[src/rtl/sysbus_pkg.sv]
// Shared types and constants for the system-bus fabric.
package sysbus_pkg;

    typedef enum logic {
        IDLE   = 1'b0,
        ACCESS = 1'b1
    } state_t;

    localparam int unsigned ARB_FIXED = 0;
    localparam int unsigned ARB_RR    = 1;

    // Region fields are held at the widest supported address width and zero-extended.
    localparam int unsigned MAX_AW = 32;
    localparam int unsigned WAIT_W = 4;

    typedef struct packed {
        logic [MAX_AW-1:0] base;
        logic [MAX_AW-1:0] mask;
        logic [WAIT_W-1:0] wait_cyc;
    } region_t;

    localparam logic [7:0] OPEN_BUS_DEFAULT = 8'hff;

endpackage

[src/rtl/rr_arbiter.sv]
// Combinational master picker: fixed lowest-index priority or round-robin after ptr.
module rr_arbiter #(
    parameter int unsigned NM = 2,
    parameter int unsigned IW = (NM > 1) ? $clog2(NM) : 1
) (
    input  logic [NM-1:0] req,
    input  logic [IW-1:0] ptr,
    input  logic          mode,
    output logic [NM-1:0] gnt,
    output logic [IW-1:0] idx
);

    logic          found;
    logic [IW-1:0] slot;

    always_comb begin
        gnt   = '0;
        idx   = '0;
        found = 1'b0;
        slot  = '0;
        for (int k = 0; k < int'(NM); k++) begin
            slot = mode ? IW'((32'(ptr) + 32'(k) + 32'd1) % NM) : IW'(k);
            if (!found && req[slot]) begin
                found     = 1'b1;
                gnt[slot] = 1'b1;
                idx       = slot;
            end
        end
    end

endmodule

[src/rtl/sysbus_fabric.sv]
// CPU-side bus interconnect: arbitrates NM masters onto one bus, decodes NR regions
// and generates per-region selects with programmable wait states.
module sysbus_fabric
    import sysbus_pkg::*;
#(
    parameter int unsigned       NM          = 2,
    parameter int unsigned       NR          = 4,
    parameter int unsigned       AW          = 16,
    parameter int unsigned       DW          = 8,
    parameter int unsigned       ARB_MODE    = ARB_FIXED,
    parameter logic [NR*AW-1:0]  REGION_BASE = {16'h0000, 16'h6000, 16'h8000, 16'h4000},
    parameter logic [NR*AW-1:0]  REGION_MASK = {16'he000, 16'he000, 16'h8000, 16'hffe0},
    parameter logic [NR*WAIT_W-1:0] REGION_WAIT = {4'd0, 4'd0, 4'd1, 4'd2},
    parameter logic [DW-1:0]     OPEN_BUS    = DW'(OPEN_BUS_DEFAULT)
) (
    input  logic             clk,
    input  logic             reset,
    input  logic [NM-1:0]    m_req,
    input  logic [NM-1:0]    m_lock,
    input  logic [NM*AW-1:0] m_addr,
    input  logic [NM-1:0]    m_we,
    input  logic [NM*DW-1:0] m_wdata,
    output logic [NM-1:0]    m_gnt,
    output logic [NM-1:0]    m_rdy,
    output logic [DW-1:0]    m_rdata,
    output logic [NR-1:0]    s_sel,
    output logic [AW-1:0]    s_addr,
    output logic             s_we,
    output logic [DW-1:0]    s_wdata,
    input  logic [NR*DW-1:0] s_rdata,
    output logic             bus_err
);

    localparam int unsigned IW = (NM > 1) ? $clog2(NM) : 1;
    localparam int unsigned RW = (NR > 1) ? $clog2(NR) : 1;

    state_t            state, state_next;
    logic [IW-1:0]     owner, ptr, arb_idx;
    logic [NM-1:0]     arb_gnt;
    logic              entry, miss_q;
    logic [RW-1:0]     hit_q;
    logic [WAIT_W-1:0] cnt;

    logic [AW-1:0]     own_addr;
    logic [DW-1:0]     own_wdata, hit_rdata;
    logic              own_req, own_lock, own_we;
    logic [RW-1:0]     dec_hit, cur_hit;
    logic              dec_miss, cur_miss, active, done;
    logic [WAIT_W-1:0] cur_cnt;

    region_t region [NR];

    // Region table: the first listed entry of each parameter is region 0.
    for (genvar g = 0; g < NR; g++) begin : g_region
        assign region[g] = '{base:     MAX_AW'(REGION_BASE[(NR-1-g)*AW +: AW]),
                             mask:     MAX_AW'(REGION_MASK[(NR-1-g)*AW +: AW]),
                             wait_cyc: REGION_WAIT[(NR-1-g)*WAIT_W +: WAIT_W]};
    end

    rr_arbiter #(.NM(NM), .IW(IW)) u_arb (
        .req  (m_req),
        .ptr  (ptr),
        .mode (ARB_MODE == ARB_RR),
        .gnt  (arb_gnt),
        .idx  (arb_idx)
    );

    // Owner's request fields.
    always_comb begin
        own_addr  = '0;
        own_wdata = '0;
        own_req   = 1'b0;
        own_lock  = 1'b0;
        own_we    = 1'b0;
        for (int i = 0; i < int'(NM); i++) begin
            if (owner == IW'(i)) begin
                own_addr  = m_addr[i*AW +: AW];
                own_wdata = m_wdata[i*DW +: DW];
                own_req   = m_req[i];
                own_lock  = m_lock[i];
                own_we    = m_we[i];
            end
        end
    end

    // Priority decode: lowest-index region wins on overlap.
    always_comb begin
        dec_hit  = '0;
        dec_miss = 1'b1;
        for (int i = int'(NR) - 1; i >= 0; i--) begin
            if ((MAX_AW'(own_addr) & region[i].mask) == region[i].base) begin
                dec_hit  = RW'(i);
                dec_miss = 1'b0;
            end
        end
    end

    // Decode is only taken on the entry cycle; later cycles reuse the latched result.
    always_comb begin
        cur_hit   = entry ? dec_hit  : hit_q;
        cur_miss  = entry ? dec_miss : miss_q;
        cur_cnt   = cnt;
        if (entry) begin
            cur_cnt = dec_miss ? '0 : region[dec_hit].wait_cyc;
        end
        active    = (state == ACCESS) && own_req;
        done      = active && (cur_cnt == '0);
        hit_rdata = '0;
        for (int i = 0; i < int'(NR); i++) begin
            if (cur_hit == RW'(i)) begin
                hit_rdata = s_rdata[i*DW +: DW];
            end
        end
    end

    always_ff @(posedge clk or posedge reset) begin
        if (reset) begin
            state <= IDLE;
        end else begin
            state <= state_next;
        end
    end

    always_comb begin
        state_next = state;
        case (state)
            IDLE:    if (|arb_gnt) state_next = ACCESS;
            ACCESS:  if (!own_req || (done && !own_lock)) state_next = IDLE;
            default: state_next = IDLE;
        endcase
    end

    always_ff @(posedge clk or posedge reset) begin
        if (reset) begin
            owner  <= '0;
            ptr    <= IW'(NM - 1);
            entry  <= 1'b0;
            hit_q  <= '0;
            miss_q <= 1'b0;
            cnt    <= '0;
        end else if (state == IDLE) begin
            if (|arb_gnt) begin
                owner <= arb_idx;
                entry <= 1'b1;
            end
        end else begin
            // A locked completion re-enters with a fresh decode.
            entry <= done;
            if (entry) begin
                hit_q  <= dec_hit;
                miss_q <= dec_miss;
            end
            cnt <= (cur_cnt == '0) ? '0 : cur_cnt - WAIT_W'(1);
            if (state_next == IDLE) begin
                ptr <= owner;
            end
        end
    end

    always_comb begin
        m_gnt   = '0;
        m_rdy   = '0;
        m_rdata = '0;
        s_sel   = '0;
        s_addr  = '0;
        s_we    = 1'b0;
        s_wdata = '0;
        bus_err = 1'b0;
        if (state == ACCESS) begin
            m_gnt[owner] = 1'b1;
        end
        if (active) begin
            s_addr  = own_addr;
            s_wdata = own_wdata;
            s_we    = own_we && !cur_miss;
            if (!cur_miss) begin
                s_sel[cur_hit] = 1'b1;
            end
            if (done) begin
                m_rdy[owner] = 1'b1;
                bus_err      = cur_miss;
                if (!own_we) begin
                    m_rdata = cur_miss ? OPEN_BUS : hit_rdata;
                end
            end
        end
    end

endmodule

[config.mk]
export PLATFORM = sky130hd
export DESIGN_NAME = sysbus_fabric
export DESIGN_NICKNAME = d
export VERILOG_FILES = /design/src/rtl/sysbus_pkg.sv /design/src/rtl/rr_arbiter.sv /design/src/rtl/sysbus_fabric.sv
export SDC_FILE = /design/constraint.sdc
export NUM_CORES = 1
export LEC_CHECK = 0
export ABC_CLOCK_PERIOD_IN_PS = 2000
export CAP_MARGIN = 40
export CORE_MARGIN = 3
export CORE_UTILIZATION = 45
export CTS_BUF_LIST = sky130_fd_sc_hd__clkbuf_4 sky130_fd_sc_hd__clkbuf_8 sky130_fd_sc_hd__clkbuf_16
export CTS_CLUSTER_DIAMETER = 200
export DETAILED_ROUTE_END_ITERATION = 16
export DONT_BUFFER_PORTS = 1
export GPL_ROUTABILITY_DRIVEN = 0
export GPL_TIMING_DRIVEN = 0
export PLACE_DENSITY = 0.73
export SLEW_MARGIN = 10
export SYNTH_ARGS = -nofsm -noshare
export SYNTH_HDL_FRONTEND = slang
export SYNTH_HIERARCHICAL = 1
export SYNTH_SLANG_ARGS = --single-unit
export TNS_END_PERCENT = 100
[constraint.sdc]
create_clock -name clk -period 2 [get_ports clk]
set_input_delay 0.3 -clock clk [delete_from_list [all_inputs] [get_ports clk]]
set_output_delay 0.3 -clock clk [all_outputs]
set_load 0.02 [all_outputs]
Yosys cells after proc, flatten, opt, wreduce, memory -nomap -nowiden
Cells that the tools add are included.

$lt $le $gt $ge: 5. Bitwise gates (word level): 2. $add $sub $neg: 1. Reductions and logical operators: 18. Equal/unequal tests: 5. Muxes and demuxes: 52.

Operator list (count): binary-select mux 68 bit (select 2 bit) (1); 2-to-1 mux 8 bit (10); logical NOT 32 bit (1); 2-to-1 mux 16 bit (2); 2-to-1 mux 4 bit (7); 2-to-1 mux 1 bit (20); 2-to-1 mux 2 bit (9); equality test 11 x 10 -> 1 bit (second input constant) (1); logical AND 1 bit (7); equality test 2 bit (second input constant) (2); logical NOT 1 bit (4); logical NOT 4 bit (1); subtractor 4 x 1 -> 4 bit (second input constant) (1); equality test 3 x 2 -> 1 bit (second input constant) (1); greater-or-equal comparator 3 bit (second input constant) (1); less-than comparator 2 x 3 -> 1 bit (second input constant) (1); NOT 2 -> 3 bit (1); demux 1 bit (select 2 bit) (1); equality test 2 x 1 -> 1 bit (second input constant) (1); greater-or-equal comparator 2 x 1 -> 1 bit (second input constant) (1); logical NOT 2 bit (1); less-than comparator 1 x 2 -> 1 bit (second input constant) (1); case mux 1 bit (2 select lines) (1); AND reduction 2 bit (1); other kinds (6) (6).

Bits of input ports: 88. Register bits after elaboration: 10. Output and inout bits: 42. Word-level logic and storage cells: 89.

Logic depth before layout (Yosys ltp)
Gate-level depths: netlist (run 1).

Depth after elaboration: 18. Mapped depth: 9. Gate-level depth less buffers: 6.

Modules after synthesis
Netlist (run 1), hierarchy kept.

Modules (own cells, without submodules): sysbus_fabric (sequential area each 276.5 µm², times used 1, cells each 270, area an instance 1925.6 µm²); rr_arbiter (sequential area each 0.0 µm², times used 1, cells each 5, area an instance 37.5 µm²).

Least setup slack after synthesis (run 1)
No wires, ideal clock.

Kind: flip-flop to output port. Start: register owner. End: output m_rdata[3]. Required time: 1.700 ns. Setup slack: -0.098 ns. Data arrival time: 1.798 ns. Buffers on the path: 2. Stages on the path, launching flop included: 9. Cell sequence: dfrtp_1 > buf_6 > nor2_1 > nand4_1 > and2_1 > buf_6 > a31o_2 > nand2_4 > o221a_1.

Cells in the longest elaborated chain, start to end: 16. Elaborated cells between the ends (all ways): 37. Classes of those cells: eq/ne (5); mux (26); bitwise (1); reduce/logical (5).

Ends and longest elaborated chain: from (decl) (line sysbus_fabric.sv:38) `logic [IW-1:0] owner, ptr, arb_idx;`; from (signal assigned) (line sysbus_fabric.sv:143) `owner <= arb_idx;`; 2-to-1 mux 16 bit (line sysbus_fabric.sv:76) `if (owner == IW'(i)) begin`; equality test 11 x 10 -> 1 bit (line sysbus_fabric.sv:91) `if ((MAX_AW'(own_addr) & region[i].mask) == region[i].base) begin`; 2-to-1 mux 2 bit (4 in a row) (line sysbus_fabric.sv:91); NOT 2 -> 3 bit (implied by the code) or 2-to-1 mux 2 bit (tied branches); binary-select mux 68 bit (select 2 bit) or logical NOT 2 bit (tied branches) (line sysbus_fabric.sv:104, sysbus_fabric.sv:110); 2-to-1 mux 4 bit (implied by the code) or 2-to-1 mux 8 bit (tied branches) (2 in a row) (line sysbus_fabric.sv:104, sysbus_fabric.sv:110); 2-to-1 mux 4 bit or 2-to-1 mux 8 bit (tied branches) (line sysbus_fabric.sv:104, sysbus_fabric.sv:110); 2-to-1 mux 4 bit or 2-to-1 mux 8 bit (tied branches) (line sysbus_fabric.sv:103, sysbus_fabric.sv:110); logical NOT 4 bit or 2-to-1 mux 8 bit (tied branches) (line sysbus_fabric.sv:107, sysbus_fabric.sv:183); logical AND 1 bit or 2-to-1 mux 8 bit (tied branches) (line sysbus_fabric.sv:107, sysbus_fabric.sv:182); 2-to-1 mux 8 bit (line sysbus_fabric.sv:179) `if (done) begin`; 2-to-1 mux 8 bit (*) (line sysbus_fabric.sv:172) `if (active) begin`; to (decl) (line sysbus_fabric.sv:25) `output logic [DW-1:0] m_rdata,`.

Every way passes the cells marked *; elsewhere a longest branch is shown, timed or not. The select of a mux whose other input is x is not followed.

Worst setup path in the final report (run 1)
Start: register owner. End: output m_rdata[1].

Same word-level chain as after synthesis.

==> results.py, run 1 <==
metrics = {
    "timing": {
        "worst_slack_ns": -0.457,
        "slew_violations": 0,
        "tns_ns": -8.78,
        "rsz0062_at_grt": "true",
        "whs_ns": 0.314,
        "fmaxAchievable_mhz": 407,
        "fin_crit_ns": 2.46,
        "clock_skew_ns": 0.00474,
        "setup-violations-final": 38,
        "finalCritPeriodShare_pct": 123,
        "hold_violations": 0,
    },
    "synth": {
        "ys_ff_latch": 11,
        "ys.flop_type": "dfrtp_1",
        "netlist_instances": 275,
        "syn_area_per_cell_um2": 7.14,
        "yosysWarnings": 6,
        "yosysSeqAreaShare_pct": 14.1,
        "synth_nets": 363,
        "synth-edff-count": 0,
        "yosysUniqueCellTypes": 44,
        "syn-cell-area_um2": 1960,
        "synth-async-reset-ratio_pct": 100,
    },
    "routing": {
        "drc_errors": 0,
        "drt_pass1_iterations": 5,
        "topRoutingLayerUsed": "met4",
        "post_drt_wl_per_cell_um": 22.7,
        "drtIter0Drc": 177,
        "met1_length_mm": 2.86,
        "wl_met3_um": 777,
        "routed-wl-met2_mm": 4.19,
        "routed_wl_mm": 8.07,
        "viasPerCell": 6.80,
        "via_count": 2413,
        "final_antenna_net_count": 0,
    },
    "cells_and_area": {
        "final_cell_mix": "nand3_1, mux2i_1, nor2_4",
        "syn_to_final_growth_pct": 47.4,
        "layout.nets": 394,
        "drive_gt1_share_pct": 40.3,
        "diodes": 0,
        "final_common_cell": "nand3_1",
    },
    "place": {
        "post-dp-hpwl_mm": 4.84,
        "port_buffers": 0,
    },
    "power_and_ir_drop": {
        "seqPwrFrac_pct": 9.3,
        "p_per_area_nw_per_um2": 1530,
        "comb_power_share_pct": 85.3,
        "swShare_pct": 52.5,
        "p_clk_share_pct": 5.4,
        "p_int_w": 0.00210,
        "leakagePower_nw": 1.19,
        "ir_drop_uv": 778,
        "p_switching_w": 0.00232,
    },
    "grt": {
        "grt_util_all_layers_pct": 27.2,
        "grt_max_degree": 12,
        "grt_overflow": 0,
        "antenna_found_initial": 0,
        "first_global_vias": 2217,
        "grt_pass1_wl_mm": 11.2,
    },
    "worst_setup_path": {
        "critPathMaxFanout": 8,
        "startpoint_type": "flop",
        "crit_required_ns": 1.70,
        "timing.critical_path.from": "owner$_DFFE_PP0P_",
        "critPathKind": "reg2out",
        "cp.arrival_ns": 2.16,
        "r2r_start": "owner$_DFFE_PP0P_",
        "worstSetupEndpointType": "output pin",
    },
    "die": {
        "ios": 130,
        "core_um2": 4120,
        "start_util_pct": 47.7,
        "row_count": 23,
        "die_x_um": 72.1,
        "die_area_um2": 5190,
        "die_h_um": 72.1,
    },
    "clocking": {
        "cts_buffers": 3,
        "cts.sinks": 11,
        "clkTransAtPathRegs_ns": 0.05,
        "ctsHtreeMaxLevel": 1,
        "cts_tree": "yes",
        "cts.path.max_buffers": 2,
        "clk_latency_ns": 0.24,
        "root_buffer": "clkbuf_8",
    },
    "flow_run": {
        "maxCapViolations": 0,
    },
    "min_path": {
        "min_from": "m_lock[1]",
        "min_path_type": "in2reg",
    },
    "run_status": {
        "status": "finished with violations",
        "violations": "negative setup slack",
    },
}
[timing repair]
item,in CTS,in global routing
pin swaps,35,17
hold buffers,1,0
cloned,2,0
buffers inserted,19,7
hold endpoints to repair,10,0
resized for setup,107,27
setup endpoints to repair,42,43
[area by class of cell]
class,count,area [µm²]
multi-input cells,236,1940
fillers,280,1220
repair buffers,28,303
flip-flops and latches,11,277
plain buffers,20,235
well taps,50,62.6
clock buffers,4,48.8
inverters,6,23.8
[state kept, by name (all words and copies together), names as in the netlist]
register / count
miss_q: 1
owner: 1
state: 1
cnt: 4
ptr: 1
entry: 1
hit_q: 2
[metrics by stage]
step           total power, W  cell area [µm²]  worst slack [ns]  instances  utilization [%]
3_3_place_gp          0.00271             2060            -0.342        325             50.2
2_1_floorplan         0.00236             2000           -0.0185        275                -
6_report              0.00442             2890            -0.457        355             70.3
4_1_cts               0.00399             2750            -0.371        350             66.8
5_1_grt               0.00463             2890            -0.506        355             70.3
3_5_place_dp          0.00275             2060            -0.364        325             50.2
[power by group through the flow]
| stage | clock, W | sequential, W | combinational, W |
|---|---|---|---|
| after global routing | 0.000259 | 0.000415 | 0.00395 |
| after global placement | 0 | 0.000360 | 0.00235 |
| after floorplan | 0 | 0.000354 | 0.00201 |
| final | 0.000239 | 0.000409 | 0.00377 |
| after detailed placement | 0 | 0.000363 | 0.00239 |
| after CTS | 0.000248 | 0.000361 | 0.00338 |
[routing by layer]
| layer | GRT usage (%) | vias up |
|---|---|---|
| li1 | - | 1065 |
| met1 | 32.5 | 1148 |
| met2 | 48.6 | 170 |
| met3 | 6.37 | 30 |
| met4 | 7.72 | 0 |
| met5 | 0 | - |
[cells by family after synthesis]
| kind of cell | synth area share, % |
|---|---|
| AO/OA/AOI/OAI | 18.9 |
| XOR/XNOR | 0.892 |
| buffers and inverters | 7.27 |
| flip-flops | 14.1 |
| multiplexers | 23.7 |
| other | 0.191 |
| AND/OR/NAND/NOR | 35.0 |
[synth_stat cells, types with 2 or more instances]
master    count  area [µm²]
o21ai_0      10        50.1
nand2_4       2        22.5
buf_2         8        40.0
and2_1        6        37.5
buf_6         3        33.8
o221a_2       6        67.6
nand3_1      50         250
dfrtp_1      10         250
mux2i_1      42         420
inv_1         5        18.8
o221a_1       2        22.5
a21oi_1      22         110
o21a_1        2        15.0
nor4_1        4        25.0
mux2_2        4        45.0
xor2_1        2        17.5
nand2_1       4        15.0
nor3_1        3        15.0
nand4_1       2        12.5
nor2_1       54         203
clkbuf_1      8        30.0
nor2b_1       3        18.8
and4b_1       2        20.0
[worst paths after layout]
| check | to | slack, ns | depth (start not counted) |
|---|---|---|---|
| max reg2reg | ptr$_DFFE_PP1P_ | 0.04 | 8 |
| max in group asynchronous | ptr$_DFFE_PP1P_ | 1.18 | 2 |
| max | m_rdata[1] | -0.46 | 8 |
| min in group asynchronous | entry$_DFFE_PP0P_ | 0.49 | 2 |
| min reg2reg | cnt[2]$_DFFE_PP0P_ | 0.55 | 2 |
| min | state$_DFF_PP0_ | 0.31 | 2 |
[worst max-delay path: stages, from the launching register on]
cell and delay [ns]:
dfrtp_1 0.41, buf_6 0.16, buf_6 0.12, buf_4 0.14
buf_4 0.15, mux2i_1 0.29, and2_1 0.23, clkbuf_8 0.19
o221a_4 0.23
Note: power is estimated with default switching activity, not from simulation.
==> inputs of run 2 (changes only) <==
==> constraint.sdc (replaced) <==
create_clock -name clk -period 2 [get_ports clk]
set_input_delay 0.1 -clock clk [delete_from_list [all_inputs] [get_ports clk]]
set_output_delay 0.1 -clock clk [all_outputs]
set_load 0.02 [all_outputs]
==> run 2 against run 1 <==
- the run still ends with negative setup slack left
- flip-flop and latch count did not move
- hold slack got worse by 0.25 ns
- first-iteration DRC count fell by 54%
- combinational power fell by 18%
- die area did not move
- critical path depth fell by 1
- via count fell by 9.3%
- wire length fell by 16%
==> results.py, run 2 (synthesis gave the netlist of run 1 again) <==
metrics = {
    "grt": {
        "antenna_found_initial": 0,
        "grt_max_degree": 12,
        "first_global_vias": 2105,
        "grt_pass1_wl_mm": 10.3,
        "grt_util_all_layers_pct": 24.1,
        "grt_overflow": 0,
    },
    "cells_and_area": {
        "design_area_um2": 2590,
        "final_common_cell": "nand3_1",
        "top_regs": "cnt x4, hit_q x2",
        "diodes": 0,
        "syn_to_final_growth_pct": 32.0,
        "drive_gt1_share_pct": 34.4,
        "largest_register": "cnt",
        "final_cell_mix": "nand3_1, mux2i_1, nor2_1",
        "layout.nets": 380,
        "largest_reg_flops": 4,
    },
    "clocking": {
        "clk_latency_ns": 0.24,
        "cts_tree": "yes",
        "root_buffer": "clkbuf_8",
        "cts.sinks": 11,
        "cts_buffers": 3,
        "clkTransAtPathRegs_ns": 0.05,
        "ctsHtreeMaxLevel": 1,
        "cts.path.max_buffers": 2,
    },
    "timing": {
        "finalCritPeriodShare_pct": 109,
        "clock_skew_ns": 0.00643,
        "hold_violations": 0,
        "rsz0062_at_grt": "true",
        "fmaxAchievable_mhz": 458,
        "worst_slew_margin_rel_pct": 67.0,
        "setup-violations-final": 12,
        "worst-slew-pin-transition_ns": 0.481,
        "fin_crit_ns": 2.18,
        "worst_slack_ns": -0.182,
        "slew_violations": 0,
    },
    "routing": {
        "drt_pass1_iterations": 4,
        "routed_wl_mm": 6.75,
        "via_count": 2189,
        "post_drt_wl_per_cell_um": 19.8,
        "drc_errors": 0,
        "viasPerCell": 6.42,
        "final_antenna_net_count": 0,
        "drtIter0Drc": 81,
    },
    "die": {
        "ios": 130,
        "die_area_um2": 5190,
        "row_count": 23,
        "die_h_um": 72.1,
        "die_x_um": 72.1,
        "start_util_pct": 47.7,
        "core_um2": 4120,
    },
    "worst_setup_path": {
        "cp_slowest_stage_delay_ns": 0.45,
        "critPathMaxFanout": 10,
        "crit_cells": 7,
        "crit_required_ns": 1.90,
        "cp.arrival_ns": 2.08,
        "critPathTopFamily": "multiplexers",
        "worstSetupEndpointType": "output pin",
        "path_common_cell": "nand3_1",
        "critical_path_buf_inv_count": 2,
        "critPathKind": "reg2out",
        "startpoint_type": "flop",
        "worstRegToRegCells": 8,
        "path_cells": "buf_6 -> mux2i_1 -> nor2_4 -> buf_2 -> nand3_1 -> nand3_1 -> o221a_4",
        "critPathSlowestCell": "mux2i_1",
    },
    "place": {
        "port_buffers": 0,
        "post-dp-hpwl_mm": 4.84,
        "dpl_worst_slack_ns": -0.215,
        "place_area_um2": 2030,
    },
    "min_path": {
        "min_delay_path_depth": 2,
        "min_path_type": "in2reg",
    },
    "run_status": {
        "violations": "negative setup slack",
        "status": "finished with violations",
    },
    "power_and_ir_drop": {
        "p_per_area_nw_per_um2": 1430,
        "leakagePower_nw": 1.07,
        "ir_drop_uv": 717,
    },
    "flow_run": {
        "maxCapViolations": 0,
    },
}
[run 2: cell count changes in the layout (fill, tap and decap cells not counted), sizes merged]
cell,previous run,this run
buf,37,23
[run 2: worst paths after layout]
path | startpoint | end | slack (ns)
hold reg to reg | hit_q[0]$_DFFE_PP0P_ | hit_q[0]$_DFFE_PP0P_ | 0.53
setup / recovery | owner$_DFFE_PP0P_ | m_rdata[0] | -0.18
min in group asynchronous | reset | miss_q$_DFFE_PP0P_ | 0.30
hold / removal | m_lock[1] | state$_DFF_PP0_ | 0.06
max in group asynchronous | reset | ptr$_DFFE_PP1P_ | 1.37
setup reg to reg | owner$_DFFE_PP0P_ | ptr$_DFFE_PP1P_ | 0.08
[run 2: metrics by stage]
step | hold slack, ns | cells | total power [W] | utilization, % | TNS (ns)
floorplan | -0.0483 | 275 | 0.00231 | - | 0
global placement | 0.00660 | 325 | 0.00266 | 49.2 | -1.65
detailed placement | 0.00960 | 325 | 0.00269 | 49.2 | -2.07
CTS | 0.0575 | 338 | 0.00340 | 58.6 | -2.73
global route | 0.0665 | 341 | 0.00396 | 63.0 | -2.64
finish | 0.0642 | 341 | 0.00370 | 63.0 | -1.52
[run 2: final cells by class]
class	instances	area (µm²)
timing repair buffer	12	109
sequential	11	277
tap	50	62.6
buffer	22	183
fill	355	1520
clock buffer	4	48.8
multi-input combinational	236	1890
inverter	6	23.8
[run 2: timing repair]
action,in CTS,in global routing
pin swaps,18,6
setup endpoints to repair,35,37
hold endpoints to repair,10,0
hold buffers,1,0
buffers inserted,8,3
gates resized for setup,67,41
[run 2: per-layer routing]
layer / global-route usage, % / up-vias / part of all wire [%]
met3: 6.09 / 13 / 9.0
met1: 30.9 / 1039 / 39
met4: 3.76 / 0 / 1.7
met5: 0 / - / 0
li1: - / 1034 / -
met2: 41.6 / 103 / 50
[run 2: where the power goes]
group          leakage, nW  switching [W]  internal, W
clock network       0.0262      0.0000819     0.000153
logic                0.911        0.00192      0.00118
registers            0.136      0.0000556     0.000310
[run 2: worst register-to-register path: stages (launching register included)]
cell	delay, ns
dfrtp_1	0.39
mux2i_2	0.25
and2_1	0.17
buf_6	0.11
nand3_4	0.11
buf_6	0.16
a221oi_2	0.25
o21ai_1	0.10
mux2_2	0.30
==> inputs of run 3 (changes only) <==
--- a/config.mk
+++ b/config.mk
@@ -5,6 +5,7 @@
 export SDC_FILE = /design/constraint.sdc
 export NUM_CORES = 1
 export LEC_CHECK = 0
+export ABC_AREA = 1
 export ABC_CLOCK_PERIOD_IN_PS = 2000
 export CAP_MARGIN = 40
 export CORE_MARGIN = 3
==> run 3 against run 2 <==
- fmax fell by 13%
- register-to-register slack lost 0.13 ns
- the run still ends with negative setup slack left
- first-iteration DRC count grew to 2.8 times the previous value
==> results.py, run 3 <==
metrics = {
    "cells_and_area": {
        "largest_register": "cnt",
        "final_cell_mix": "nand2_1, inv_1, nand2_2",
        "diodes": 0,
        "top_regs": "cnt x4, hit_q x2",
        "final_common_cell": "nand2_1",
        "design_area_um2": 2750,
        "fillCellCount": 180,
        "syn_to_final_growth_pct": 68.7,
        "largest_reg_flops": 4,
        "drive_gt1_share_pct": 49.1,
        "layout.nets": 419,
        "final_cells": 376,
    },
    "timing": {
        "worst_slew_margin_rel_pct": 65.6,
        "fmaxAchievable_mhz": 397,
        "worst_slack_ns": -0.516,
        "slew_violations": 0,
        "fin_crit_ns": 2.52,
        "rsz0062_at_grt": "true",
        "setup-violations-final": 38,
        "whs_ns": 0.0600,
        "finalCritPeriodShare_pct": 126,
        "clock_skew_ns": 0.00938,
        "hold_violations": 0,
        "worst-slew-pin-transition_ns": 0.517,
    },
    "power_and_ir_drop": {
        "p_per_area_nw_per_um2": 1840,
        "p_switching_w": 0.00303,
        "comb_power_share_pct": 88.0,
        "p_int_w": 0.00203,
        "ir_drop_uv": 1010,
        "p_clk_share_pct": 3.4,
        "seqPwrFrac_pct": 8.6,
        "leakagePower_nw": 1.28,
        "swShare_pct": 59.9,
    },
    "synth": {
        "synth_area_leaders": "nand2_1, dfrtp_1, nor2_1",
        "synth_top_cell_area_share_pct": 25.8,
        "syn-cell-area_um2": 1630,
        "synth_common_cells": "nand2_1, nor2_1, inv_1, a21oi_1, nand3_1",
        "ys.flop_type": "dfrtp_1",
        "yosysUniqueCellTypes": 30,
        "netlist_instances": 295,
        "synth-async-reset-ratio_pct": 100,
        "synth_area_leader_cell": "nand2_1",
        "synth_nets": 383,
        "syn_area_per_cell_um2": 5.52,
        "synth_most_common_cell": "nand2_1",
        "synth-edff-count": 0,
        "yosysWarnings": 6,
        "yosysSeqAreaShare_pct": 17.0,
        "ys_ff_latch": 11,
    },
    "routing": {
        "drt_pass1_iterations": 5,
        "via_count": 2305,
        "routed_wl_mm": 7.72,
        "final_antenna_net_count": 0,
        "drc_errors": 0,
        "post_drt_wl_per_cell_um": 20.5,
        "viasPerCell": 6.13,
        "drtIter0Drc": 227,
    },
    "die": {
        "die_x_um": 66.2,
        "die_h_um": 66.2,
        "start_util_pct": 47.7,
        "die_area_um2": 4380,
        "ios": 130,
        "row_count": 21,
        "core_um2": 3420,
    },
    "run_status": {
        "violations": "negative setup slack",
        "status": "finished with violations",
    },
    "grt": {
        "grt_util_all_layers_pct": 26.2,
        "first_global_vias": 1875,
        "grt_pass1_wl_mm": 8.97,
        "antenna_found_initial": 0,
        "grt_max_degree": 12,
        "grt_overflow": 0,
    },
    "clocking": {
        "clk_latency_ns": 0.27,
        "cts.path.max_buffers": 2,
        "cts_buffers": 3,
        "root_buffer": "clkbuf_4",
        "ctsHtreeMaxLevel": 1,
        "cts_tree": "yes",
        "cts.sinks": 11,
        "clkTransAtPathRegs_ns": 0.08,
    },
    "flow_run": {
        "maxCapViolations": 0,
    },
    "worst_setup_path": {
        "critPathKind": "reg2out",
        "cp.arrival_ns": 2.42,
        "crit_required_ns": 1.90,
        "worstSetupEndpointType": "output pin",
        "startpoint_type": "flop",
        "critPathMaxFanout": 9,
    },
    "place": {
        "port_buffers": 0,
        "place_area_um2": 1690,
        "post-dp-hpwl_mm": 3.73,
        "place_inst": 341,
    },
    "min_path": {
        "min_path_type": "in2reg",
    },
}
run 3: layer usage:
layer,global-route usage [%],up-vias,wire [µm]
met5,0,-,0
met4,8.12,0,371
met3,3.23,58,719
met2,45.8,195,3860
met1,33.1,1064,2770
li1,-,988,-
run 3: worst max-delay path, stage by stage (launching register included):
cell and delay [ns]:
dfrtp_2 0.50, inv_4 0.12, nand2_1 0.10, nand2_2 0.12, inv_1 0.06, nand3_2 0.06
o21ai_1 0.07, nor2_1 0.22, nand3_1 0.15, o21ai_2 0.11, inv_2 0.09, buf_8 0.16
buf_4 0.16, a21oi_4 0.23
run 3: final timing paths:
kind | from | endpoint | slack [ns] | cells after the start
min reg2reg | ptr$_DFFE_PP1P_ | ptr$_DFFE_PP1P_ | 0.48 | 2
min in group asynchronous | reset | hit_q[1]$_DFFE_PP0P_ | 0.26 | 2
max | owner$_DFFE_PP0P_ | m_rdata[0] | -0.52 | 13
max in group asynchronous | reset | ptr$_DFFE_PP1P_ | 1.40 | 2
min | m_req[0] | owner$_DFFE_PP0P_ | 0.06 | 3
max reg2reg | owner$_DFFE_PP0P_ | cnt[2]$_DFFE_PP0P_ | -0.05 | 11
run 3: kinds of logic after synthesis:
family	count (synthesis)	synth area share, %
muxes	2	1.23
other	1	0.230
AOI/OAI and AO/OA	38	12.1
and+or+nand+nor	196	56.4
DFF	11	17.0
buffers and inverters	47	13.1
run 3: metrics by stage:
step	worst slack [ns]	total power [W]	util [%]	TNS, ns
final	-0.516	0.00507	80.5	-7.39
after global routing	-0.571	0.00526	80.5	-9.99
after CTS	-0.356	0.00400	70.0	-4.43
after detailed placement	-0.429	0.00262	49.4	-3.79
after global placement	-0.419	0.00259	49.4	-3.52
after floorplan	-0.0316	0.00226	-	-0.0801
run 3: final cells by class:
cell class / instances / area (µm²) / share of cell area [%]
Buffer: 10 / 115 / 4.19
Clock buffer: 4 / 30.0 / 1.09
Inverter: 37 / 156 / 5.69
Multi-Input combinational cell: 237 / 1780 / 64.6
Sequential cell: 11 / 278 / 10.1
Tap cell: 46 / 57.6 / 2.09
Timing Repair Buffer: 30 / 328 / 11.9
Timing Repair inverter: 1 / 7.51 / 0.273
run 3: timing repair:
item | in CTS | in global routing
hold endpoints to repair | 10 | 0
resized for setup | 128 | 55
pin swaps | 33 | 34
endpoints found under the setup margin | 37 | 44
hold buffers | 1 | 0
gates cloned | 3 | 1
buffers inserted | 12 | 15
run 3: power groups by stage:
| stage | registers, W | clock network [W] | logic, W |
|---|---|---|---|
| after global placement | 0.000384 | 0 | 0.00220 |
| after detailed placement | 0.000388 | 0 | 0.00224 |
| final | 0.000435 | 0.000172 | 0.00446 |
| after floorplan | 0.000371 | 0 | 0.00189 |
| after CTS | 0.000404 | 0.000172 | 0.00342 |
| after global routing | 0.000438 | 0.000188 | 0.00463 |
